[src/rtl/snn_pkg.sv]
// Shared definitions for the SNN layer sequencer: flit layout, PE addressing,
// sequencer states and flit packing helpers.
package snn_pkg;

   typedef enum logic [1:0] {
      FLIT_IFMAP  = 2'b00,
      FLIT_FILTER = 2'b01,
      FLIT_OUTPUT = 2'b11
   } flit_type_e;

   typedef enum logic [3:0] {
      S_IDLE,
      S_FLT_REQ,
      S_FLT_WAIT,
      S_FLT_SEND,
      S_IF_REQ,
      S_IF_WAIT,
      S_IF_SEND,
      S_WAIT_DONE,
      S_FINISH
   } seq_state_e;

   localparam logic [3:0] PE_ROW0  = 4'b0001;
   localparam logic [3:0] PE_ROW1  = 4'b0101;
   localparam logic [3:0] PE_ROW2  = 4'b0011;
   localparam logic [3:0] PE_ROW3  = 4'b0111;
   localparam logic [3:0] PE_OTHER = 4'b1100;
   localparam logic [3:0] SRC_ID   = 4'b0000;

   localparam logic [9:0] DONE_CODE = 10'h3FF;
   localparam int TYPE_LSB = 54;
   localparam int ROW_LSB  = 5;

   function automatic logic [3:0] pe_dest(input logic [4:0] row);
      case (row)
         5'd0:    return PE_ROW0;
         5'd1:    return PE_ROW1;
         5'd2:    return PE_ROW2;
         5'd3:    return PE_ROW3;
         default: return PE_OTHER;
      endcase
   endfunction

   // Payload fields are zero-extended so narrower filter/ifmap rows keep the fixed layout.
   function automatic logic [63:0] pack_filter_flit(input logic [3:0] dest, input logic [47:0] row_bytes);
      return {dest, SRC_ID, FLIT_FILTER, 6'b0, row_bytes};
   endfunction

   function automatic logic [63:0] pack_ifmap_flit(input logic [3:0] dest, input logic [31:0] row_bits);
      return {dest, SRC_ID, FLIT_IFMAP, 22'b0, row_bits};
   endfunction

endpackage

[src/rtl/snn_wr_buffer.sv]
// One-entry holding register between NoC output flits and the memory write port.
module snn_wr_buffer (
   input  logic       clk,
   input  logic       rst,
   input  logic       push_valid,
   output logic       push_ready,
   input  logic [3:0] push_t,
   input  logic [4:0] push_row,
   input  logic [4:0] push_col,
   output logic       pop_valid,
   input  logic       pop_ready,
   output logic [3:0] pop_t,
   output logic [4:0] pop_row,
   output logic [4:0] pop_col
);

   logic full;

   assign push_ready = !full;
   assign pop_valid  = full;

   always_ff @(posedge clk or posedge rst) begin
      if (rst) begin
         full    <= 1'b0;
         pop_t   <= '0;
         pop_row <= '0;
         pop_col <= '0;
      end else if (push_valid && push_ready) begin
         full    <= 1'b1;
         pop_t   <= push_t;
         pop_row <= push_row;
         pop_col <= push_col;
      end else if (pop_valid && pop_ready) begin
         full <= 1'b0;
      end
   end

endmodule

[src/rtl/snn_layer_sequencer.sv]
// Sequences one SNN conv layer: filter preload, per-timestep ifmap streaming to PEs,
// and ofmap write-back from NoC output flits through the shared memory port.
module snn_layer_sequencer
   import snn_pkg::*;
#(
   parameter int FILT_DIM   = 5,
   parameter int IFMAP_DIM  = 25,
   parameter int TIMESTEPS  = 2,
   parameter int DONE_COUNT = 7,
   parameter int NOC_W      = 64
) (
   input  logic             clk,
   input  logic             rst,
   input  logic             start,
   output logic             mem_req_valid,
   input  logic             mem_req_ready,
   output logic             mem_req_we,
   output logic [1:0]       mem_req_sel,
   output logic [3:0]       mem_req_t,
   output logic [4:0]       mem_req_row,
   output logic [4:0]       mem_req_col,
   input  logic             mem_rsp_valid,
   input  logic [7:0]       mem_rsp_data,
   output logic             noc_tx_valid,
   input  logic             noc_tx_ready,
   output logic [NOC_W-1:0] noc_tx_data,
   input  logic             noc_rx_valid,
   output logic             noc_rx_ready,
   input  logic [NOC_W-1:0] noc_rx_data,
   output logic [3:0]       timestep,
   output logic             busy,
   output logic             done
);

   localparam int          FW          = FILT_DIM * 8;
   localparam logic [4:0]  FILT_LAST   = 5'(FILT_DIM - 1);
   localparam logic [4:0]  IF_LAST     = 5'(IFMAP_DIM - 1);
   localparam logic [3:0]  T_LAST      = 4'(TIMESTEPS - 1);
   localparam logic [7:0]  DONE_TARGET = 8'(DONE_COUNT);

   seq_state_e           state;
   logic [4:0]           row;
   logic [4:0]           col;
   logic [3:0]           t;
   logic [7:0]           done_cnt;
   logic [FW-1:0]        filt_bits;
   logic [IFMAP_DIM-1:0] if_bits;

   logic       idle, rd_wait, wr_go, rd_go;
   logic       rx_fire, rx_output, rx_done, rx_unused;
   logic       buf_push_valid, buf_push_ready;
   logic       buf_valid;
   logic [3:0] buf_t;
   logic [4:0] buf_row, buf_col;

   assign idle    = (state == S_IDLE);
   assign rd_wait = (state == S_FLT_WAIT) || (state == S_IF_WAIT);

   // A pending write takes the port from an unissued read but never interrupts an outstanding one.
   assign wr_go = buf_valid && !idle && !rd_wait;
   assign rd_go = ((state == S_FLT_REQ) || (state == S_IF_REQ)) && !wr_go;

   assign rx_output      = (noc_rx_data[TYPE_LSB +: 2] == FLIT_OUTPUT);
   assign rx_done        = rx_output && (noc_rx_data[9:0] == DONE_CODE);
   assign noc_rx_ready   = buf_push_ready && !idle;
   assign rx_fire        = noc_rx_valid && noc_rx_ready;
   assign buf_push_valid = noc_rx_valid && !idle && rx_output && !rx_done;
   assign rx_unused      = ^{noc_rx_data[NOC_W-1:56], noc_rx_data[53:10]};

   snn_wr_buffer u_wr_buffer (
      .clk        (clk),
      .rst        (rst),
      .push_valid (buf_push_valid),
      .push_ready (buf_push_ready),
      .push_t     (t),
      .push_row   (noc_rx_data[ROW_LSB +: 5]),
      .push_col   (noc_rx_data[4:0]),
      .pop_valid  (buf_valid),
      .pop_ready  (mem_req_ready && wr_go),
      .pop_t      (buf_t),
      .pop_row    (buf_row),
      .pop_col    (buf_col)
   );

   always_comb begin
      mem_req_valid = 1'b0;
      mem_req_we    = 1'b0;
      mem_req_sel   = '0;
      mem_req_t     = '0;
      mem_req_row   = '0;
      mem_req_col   = '0;
      if (wr_go) begin
         mem_req_valid = 1'b1;
         mem_req_we    = 1'b1;
         mem_req_sel   = FLIT_OUTPUT;
         mem_req_t     = buf_t;
         mem_req_row   = buf_row;
         mem_req_col   = buf_col;
      end else if (rd_go) begin
         mem_req_valid = 1'b1;
         mem_req_sel   = (state == S_FLT_REQ) ? FLIT_FILTER : FLIT_IFMAP;
         mem_req_t     = (state == S_IF_REQ) ? t : 4'd0;
         mem_req_row   = row;
         mem_req_col   = col;
      end
   end

   always_comb begin
      noc_tx_valid = 1'b0;
      noc_tx_data  = '0;
      if (state == S_FLT_SEND) begin
         noc_tx_valid = 1'b1;
         noc_tx_data  = pack_filter_flit(pe_dest(row), 48'(filt_bits));
      end else if (state == S_IF_SEND) begin
         noc_tx_valid = 1'b1;
         noc_tx_data  = pack_ifmap_flit(pe_dest(row), 32'(if_bits));
      end
   end

   assign timestep = t;
   assign busy     = !idle && (state != S_FINISH);
   assign done     = (state == S_FINISH);

   // Row data is shifted in from the top so column 0 ends up in the lowest lane.
   always_ff @(posedge clk or posedge rst) begin
      if (rst) begin
         state     <= S_IDLE;
         row       <= '0;
         col       <= '0;
         t         <= '0;
         done_cnt  <= '0;
         filt_bits <= '0;
         if_bits   <= '0;
      end else begin
         if (rx_fire && rx_done && (state != S_FINISH) && (done_cnt != DONE_TARGET))
            done_cnt <= done_cnt + 8'd1;
         case (state)
            S_IDLE, S_FINISH: begin
               if (start) begin
                  state    <= S_FLT_REQ;
                  row      <= '0;
                  col      <= '0;
                  t        <= '0;
                  done_cnt <= '0;
               end
            end
            S_FLT_REQ: if (rd_go && mem_req_ready) state <= S_FLT_WAIT;
            S_FLT_WAIT: begin
               if (mem_rsp_valid) begin
                  filt_bits <= {mem_rsp_data, filt_bits[FW-1:8]};
                  if (col == FILT_LAST) begin
                     col   <= '0;
                     state <= S_FLT_SEND;
                  end else begin
                     col   <= col + 5'd1;
                     state <= S_FLT_REQ;
                  end
               end
            end
            S_FLT_SEND: begin
               if (noc_tx_ready) begin
                  if (row == FILT_LAST) begin
                     row   <= '0;
                     state <= S_IF_REQ;
                  end else begin
                     row   <= row + 5'd1;
                     state <= S_FLT_REQ;
                  end
               end
            end
            S_IF_REQ: if (rd_go && mem_req_ready) state <= S_IF_WAIT;
            S_IF_WAIT: begin
               if (mem_rsp_valid) begin
                  if_bits <= {mem_rsp_data[0], if_bits[IFMAP_DIM-1:1]};
                  if (col == IF_LAST) begin
                     col   <= '0;
                     state <= S_IF_SEND;
                  end else begin
                     col   <= col + 5'd1;
                     state <= S_IF_REQ;
                  end
               end
            end
            S_IF_SEND: begin
               if (noc_tx_ready) begin
                  if (row == IF_LAST) begin
                     row   <= '0;
                     state <= S_WAIT_DONE;
                  end else begin
                     row   <= row + 5'd1;
                     state <= S_IF_REQ;
                  end
               end
            end
            S_WAIT_DONE: begin
               if ((done_cnt == DONE_TARGET) && !buf_valid) begin
                  done_cnt <= '0;
                  if (t == T_LAST) begin
                     state <= S_FINISH;
                  end else begin
                     t     <= t + 4'd1;
                     state <= S_IF_REQ;
                  end
               end
            end
            default: state <= S_IDLE;
         endcase
      end
   end

endmodule

[config.mk]
export PLATFORM = sky130hd
export DESIGN_NAME = snn_layer_sequencer
export DESIGN_NICKNAME = d
export VERILOG_FILES = /design/src/rtl/snn_pkg.sv /design/src/rtl/snn_wr_buffer.sv /design/src/rtl/snn_layer_sequencer.sv
export SDC_FILE = /design/constraint.sdc
export NUM_CORES = 1
export LEC_CHECK = 0
export CAP_MARGIN = 40
export CORE_ASPECT_RATIO = 0.7
export CORE_UTILIZATION = 49
export CTS_BUF_LIST = sky130_fd_sc_hd__clkbuf_8
export DETAILED_ROUTE_END_ITERATION = 12
export MAX_ROUTING_LAYER = met4
export PLACE_DENSITY = 0.83
export SYNTH_ARGS = -nofsm -noshare
export SYNTH_HDL_FRONTEND = slang
export SYNTH_HIERARCHICAL = 1
export SYNTH_SLANG_ARGS = --single-unit
[constraint.sdc]
create_clock -name clk -period 4.35 [get_ports clk]
set_clock_uncertainty 0.15 [all_clocks]
set_input_delay 0.87 -clock clk [delete_from_list [all_inputs] [get_ports clk]]
set_output_delay 0.87 -clock clk [all_outputs]
set_load 0.01 [all_outputs]
==> flow_metrics.tcl, run 1 <==
set metrics [dict create \
    outcome "finished clean" \
    fmax_ghz 0.2450 \
    fp.dieH_um 92.00 \
    synth_warnings 6 \
    ioPinCount 169 \
    powerDensity_nw_per_um2 519.4 \
    drt-total-wl_um 12200 \
    clk_latency_ns 0.37 \
    ant_nets 0 \
    swShare_pct 37.41 \
    syn_to_final_growth_pct 21.30 \
    grt_pass1_vias 3962 \
    vias_per_cell 5.513 \
    period_needed_ns 4.082 \
    setup-tns-final_ns 0 \
    synth_edf_count 0 \
    grt_pass1_wl_um 19940 \
    first_pass_iters 5 \
    io_buffer_count 97 \
    antenna_found_initial 0 \
    layoutNonFillerInstCount 744 \
    synth-compound-area-share_pct 11.43 \
    nNetsFinal 674 \
    cts.reportedPaths.clkPinSlew_ns 0.11 \
    drive_above_1_share_pct 22.00 \
    antenna_cells 0 \
    dp_hpwl_um 8883 \
    internal_power_w 0.002235 \
    core_area_um2 11130 \
    cp_max_fo 30 \
    synth_fa_ha_area_share_pct 1.986 \
    dr.max_layer_used "met4" \
    gp_congestion 0.9208 \
    p_leak_nw 3.082 \
    grt_util_all_layers_pct 22.11 \
    setup_viol 0 \
    power.total_w 0.003572 \
    htreeDepth 3 \
    hold_class "reg -> reg" \
    maxCapViolCount 0 \
    via_count 4102 \
    combPwrFrac_pct 42.4 \
    worst_slew_pin_slew_ns 0.9450 \
    syn_area_um2 5669 \
    clkSinkCount 106 \
    wl_met2_um 5614 \
    syn_area_per_cell_um2 11.45 \
    numCtsBuffers 9 \
    regToRegSetupSlack_ns 1.74 \
    slew_viol_final 0 \
    switchingPower_w 0.001336 \
    place_inst 728 \
    r2r_end "u_wr_buffer/pop_t[1]" \
    power_frac_clock_pct 16.8 \
    start_util_pct 50.93 \
    cts_setup_buffers 0 \
    core.rowCount 32 \
    wl_met3_um 558 \
    yosysSeqAreaShare_pct 46.79 \
    finalCritPeriodShare_pct 93.83 \
    synthXorXnorAreaFrac_pct 1.390 \
    reg2reg_depth 5 \
    ir_worst_vdd_v 0.0002683 \
    drc 0 \
    hold_path_end "if_bits[0]" \
    synth-async-reset-ratio_pct 100.0 \
    ctsHoldBuffers 0 \
    grt_max_degree 43 \
    seqPwrFrac_pct 40.8 \
    end_kind "output port" \
    drt_iter0_markers 250 \
    min-delay-start "if_bits[0]" \
    cts_tree "yes" \
    hold_violations 0 \
    synth_seq_cells 106 \
    yosys.cell_types.count 65 \
    r2r-start "state[0]" \
    postSynthCellCount 495 \
    post_cts_resized 0 \
    fp.dieArea_um2 12010 \
    wl_per_cell_um 16.39 \
    grt_setup_unrepaired "false" \
    clock_path_buffers 2 \
    holdPathStages 1 \
    critPathLaunchType "register" \
    yosys.area_share.simple_pct 14.92 \
    ys.flop_type "dfrtp_1" \
    grt-ovfl-total 0 \
    critical_path_class "reg -> out" \
    die_w_um 130.6 \
    cp.required_ns 3.33 \
    relSlewSlack_pct 37.00 \
    met1_length_um 5912 \
    synth_top_family_by_area "multiplexers" \
    cts_root_buf "clkbuf_8" \
    muxShareOfSynthArea_pct 17.41 \
    cp.arrival_ns 3.06 \
]
through the flow:
step	util (%)	cell area [µm²]	setup slack (ns)	hold slack [ns]
after floorplan	-	5737	0.9664	0.3299
after global placement	60.04	6683	0.8394	0.3406
final	61.78	6877	0.2684	0.3708
after global routing	61.78	6877	0.09586	0.3869
after detailed placement	60.04	6683	0.7320	0.3420
after CTS	61.78	6877	0.3093	0.3737
layout by cell type, fill, tap and decap left out, types with 6 or more instances in the layout:
cell,count
clkbuf_8,10
a21oi_1,10
o21ai_0,20
conb_1,19
clkdlybuf4s50_1,97
buf_4,8
mux2_4,9
mux2_2,71
a22o_1,29
ha_1,9
and2_1,19
nor3_1,7
nor2_1,18
dfrtp_1,106
nand3_1,11
nand2_1,35
o31ai_1,7
inv_1,13
xor2_1,6
critical path, cell delays in order, from the launching register on:
cell	delay [ns]
dfrtp_1	0.70
or2_1	0.21
a21o_1	0.15
and2_1	0.76
nand2_1	0.15
o31ai_1	0.12
clkdlybuf4s50_1	0.60
metal layers:
metal	vias to the layer above	track usage (%)
li1	1922	-
met1	2046	30.81
met2	123	33.51
met3	11	4.026
met4	0	5.172
met5	-	-
layout make-up:
cell class / instances / area (µm²)
multi-input cells: 349 / 2750
inverters: 15 / 57.56
clock inverters: 6 / 56.30
repair buffers: 105 / 1031
well taps: 153 / 191.4
fillers: 885 / 4254
flip-flops and latches: 106 / 2653
clock buffers: 10 / 137.6
cells in the mapped netlist (6+ instances only):
master / instances / area [µm²]
o21ai_0: 20 / 100.1
mux2_4: 9 / 135.1
xor2_1: 6 / 52.55
a22o_1: 29 / 254.0
a21oi_1: 10 / 50.05
o31ai_1: 7 / 52.55
nand2_1: 35 / 131.4
mux2_2: 71 / 799.5
and2_1: 19 / 118.9
nand3_1: 11 / 55.05
dfrtp_1: 106 / 2653
nor2_1: 18 / 67.56
buf_4: 22 / 165.2
inv_1: 14 / 52.55
buf_2: 7 / 35.03
ha_1: 9 / 112.6
nor3_1: 7 / 35.03
clkbuf_1: 10 / 37.54
power groups by stage:
| stage | Sequential (W) | Combinational, W | Clock [W] |
|---|---|---|---|
| finish | 0.00146 | 0.00152 | 0.000601 |
| detailed placement | 0.00148 | 0.00150 | 0 |
| CTS | 0.00146 | 0.00151 | 0.000620 |
| floorplan | 0.00137 | 0.00104 | 0 |
| global placement | 0.00145 | 0.00146 | 0 |
| global route | 0.00149 | 0.00164 | 0.000659 |
state kept, by name (all words and copies together) (netlist names), 5 cells and up:
register and count:
u_wr_buffer/pop_row 5, col 5, filt_bits 40, done_cnt 8
u_wr_buffer/pop_col 5, row 5, if_bits 25
how the worst max path moves through the flow:
| stage | from | end | slack [ns] | cells past startpoint |
|---|---|---|---|---|
| floorplan | rst | col[0] | 0.97 | 1 |
| CTS | state[0] | mem_req_col[4] | 0.31 | 6 |
| finish | state[0] | mem_req_col[4] | 0.27 | 6 |
| detailed placement | state[0] | mem_req_col[4] | 0.73 | 6 |
| global placement | state[0] | mem_req_col[4] | 0.84 | 6 |
| global route | state[0] | mem_req_col[2] | 0.1 | 6 |
cells by family (layout without fill, tap and decap cells):
logic type | count (synthesis) | count (layout)
flip-flops | 106 | 106
XOR/XNOR | 9 | 9
buffers and inverters | 58 | 136
other | 1 | 19
AO/OA/AOI/OAI | 86 | 86
multiplexers | 85 | 85
AND/OR/NAND/NOR | 141 | 141
adder cells (fa/ha/maj) | 9 | 9
No activity file was read; power rests on OpenSTA's default activity.
==> inputs of run 2 (changes only) <==
--- a/config.mk
+++ b/config.mk
@@ -10,8 +10,9 @@
 export CORE_UTILIZATION = 49
 export CTS_BUF_LIST = sky130_fd_sc_hd__clkbuf_8
 export DETAILED_ROUTE_END_ITERATION = 12
+export GPL_ROUTABILITY_DRIVEN = 0
 export MAX_ROUTING_LAYER = met4
-export PLACE_DENSITY = 0.83
+export PLACE_DENSITY_LB_ADDON = 0.2
 export SYNTH_ARGS = -nofsm -noshare
 export SYNTH_HDL_FRONTEND = slang
 export SYNTH_HIERARCHICAL = 1
==> flow_metrics.tcl, run 2 (synthesized netlist as in run 1, its figures left out) <==
set metrics [dict create \
    drt-total-wl_um 12330 \
    nNetsFinal 675 \
    clk_latency_ns 0.38 \
    slew_viol_final 0 \
    maxCapViolCount 0 \
    largest_reg_flops 40 \
    antenna_found_initial 0 \
    worstPathCellList "or2_1 -> a21o_1 -> and2_1 -> nand2_1 -> o21ai_0 -> clkdlybuf4s50_1" \
    first_pass_iters 5 \
    grt_max_degree 48 \
    cts_setup_buffers 0 \
    critical_path_class "reg -> out" \
    worst_slew_pin_slew_ns 0.9155 \
    cts_tree "yes" \
    htreeDepth 3 \
    drt_iter0_markers 196 \
    cts.reportedPaths.clkPinSlew_ns 0.10 \
    slowest_delay_ns 0.74 \
    fmax_ghz 0.2504 \
    outcome "finished clean" \
    slowest_stage "and2_1" \
    path_delay_family "simple AND/OR/NAND/NOR gates" \
    start_util_pct 50.93 \
    drc 0 \
    regArea_um2 2653 \
    use_met2_pct 33.47 \
    vias_per_cell 5.448 \
    ant_nets 0 \
    ctsHoldBuffers 0 \
    end_kind "output port" \
    critPathLaunchType "register" \
    largest_registers "filt_bits x40, if_bits x25, done_cnt x8" \
    grt_pass1_vias 3973 \
    clkSinkCount 106 \
    grt_util_met3_pct 4.784 \
    finalCritPeriodShare_pct 91.81 \
    cp.arrival_ns 2.97 \
    final_common_cell "dfrtp_1" \
    multiInputGateArea_um2 2755 \
    wl_per_cell_um 16.55 \
    grt-ovfl-total 0 \
    syn_to_final_growth_pct 23.00 \
    critical_path_buf_inv_count 1 \
    cts_root_buf "clkbuf_8" \
    clock_path_buffers 2 \
    p_leak_nw 3.123 \
    core_area_um2 11130 \
    layout_common_cells "dfrtp_1, clkdlybuf4s50_1, mux2_2" \
    fp.dieArea_um2 12010 \
    relSlewSlack_pct 38.96 \
    antenna_cells 0 \
    final_util_pct 62.65 \
    met1_usage_pct 31.92 \
    fp.dieH_um 92.00 \
    core.rowCount 32 \
    setup-tns-final_ns 0 \
    powerDensity_nw_per_um2 526.2 \
    io_buffer_count 97 \
    grt_setup_unrepaired "false" \
    cp_max_fo 30 \
    numCtsBuffers 9 \
    die_w_um 130.6 \
    hold_violations 0 \
    top_usage_layer "met2" \
    via_count 4059 \
    period_needed_ns 3.994 \
    largest_register "filt_bits" \
    ioPinCount 169 \
    ir_worst_vdd_v 0.0002692 \
    setup_viol 0 \
    cp.required_ns 3.33 \
    dp_hpwl_um 8939 \
    grt_pass1_wl_um 20310 \
    post_cts_resized 0 \
    grt_util_all_layers_pct 22.78 \
    drive_above_1_share_pct 22.47 \
    nFillCells 889 \
    whs_ns 0.3625 \
    hold_class "reg -> reg" \
]
==> run 2: cell count changes in the layout (fill, tap and decap cells not counted), moves of 2 or more <==
| cell | delta |
|---|---|
| buf_16 | +2 |
| buf_4 | -2 |
| bufinv_16 | +2 |
| inv_6 | -2 |
==> run 2: power by group <==
part,total (W),internal (W),switching [W]
registers,0.00145,0.00123,0.000226
logic,0.00153,0.000788,0.000743
clock network,0.000685,0.000330,0.000355
total,0.00367,0.00235,0.00132
==> run 2: area by class of cell <==
cell class	count	area share [%]
repair buffers	106	15.65
multi-input cells	349	39.51
inverters	15	0.8254
well taps	153	2.745
clock inverters	7	1.453
flip-flops and latches	106	38.04
clock buffers	9	1.776
==> run 2: final timing paths <==
kind                       cells after the start                      to        from  slack (ns)
max                                            6          mem_req_row[4]    state[0]        0.36
min                                            1              if_bits[0]  if_bits[0]        0.36
max reg2reg                                    6  u_wr_buffer/pop_row[4]    state[2]        1.66
min reg2reg                                    1              if_bits[0]  if_bits[0]        0.36
max in group asynchronous                      4             done_cnt[2]         rst        2.80
min in group asynchronous                      2                  row[1]         rst        0.54
==> run 2: routing by layer <==
layer / wire, µm / part of all wire (%)
met5: 0 / 0
met4: 127 / 1.0
met3: 634 / 5.1
met2: 5579 / 45
met1: 5991 / 49
==> run 2: through the flow <==
stage / std cells / setup slack, ns / area [µm²] / power (W)
after floorplan: 513 / 0.9664 / 5737 / 0.002403
after global placement: 727 / 0.8210 / 6693 / 0.002940
after detailed placement: 729 / 0.7951 / 6748 / 0.003003
after CTS: 745 / 0.3481 / 6973 / 0.003697
after global routing: 745 / 0.06453 / 6973 / 0.003892
final: 745 / 0.3565 / 6973 / 0.003669
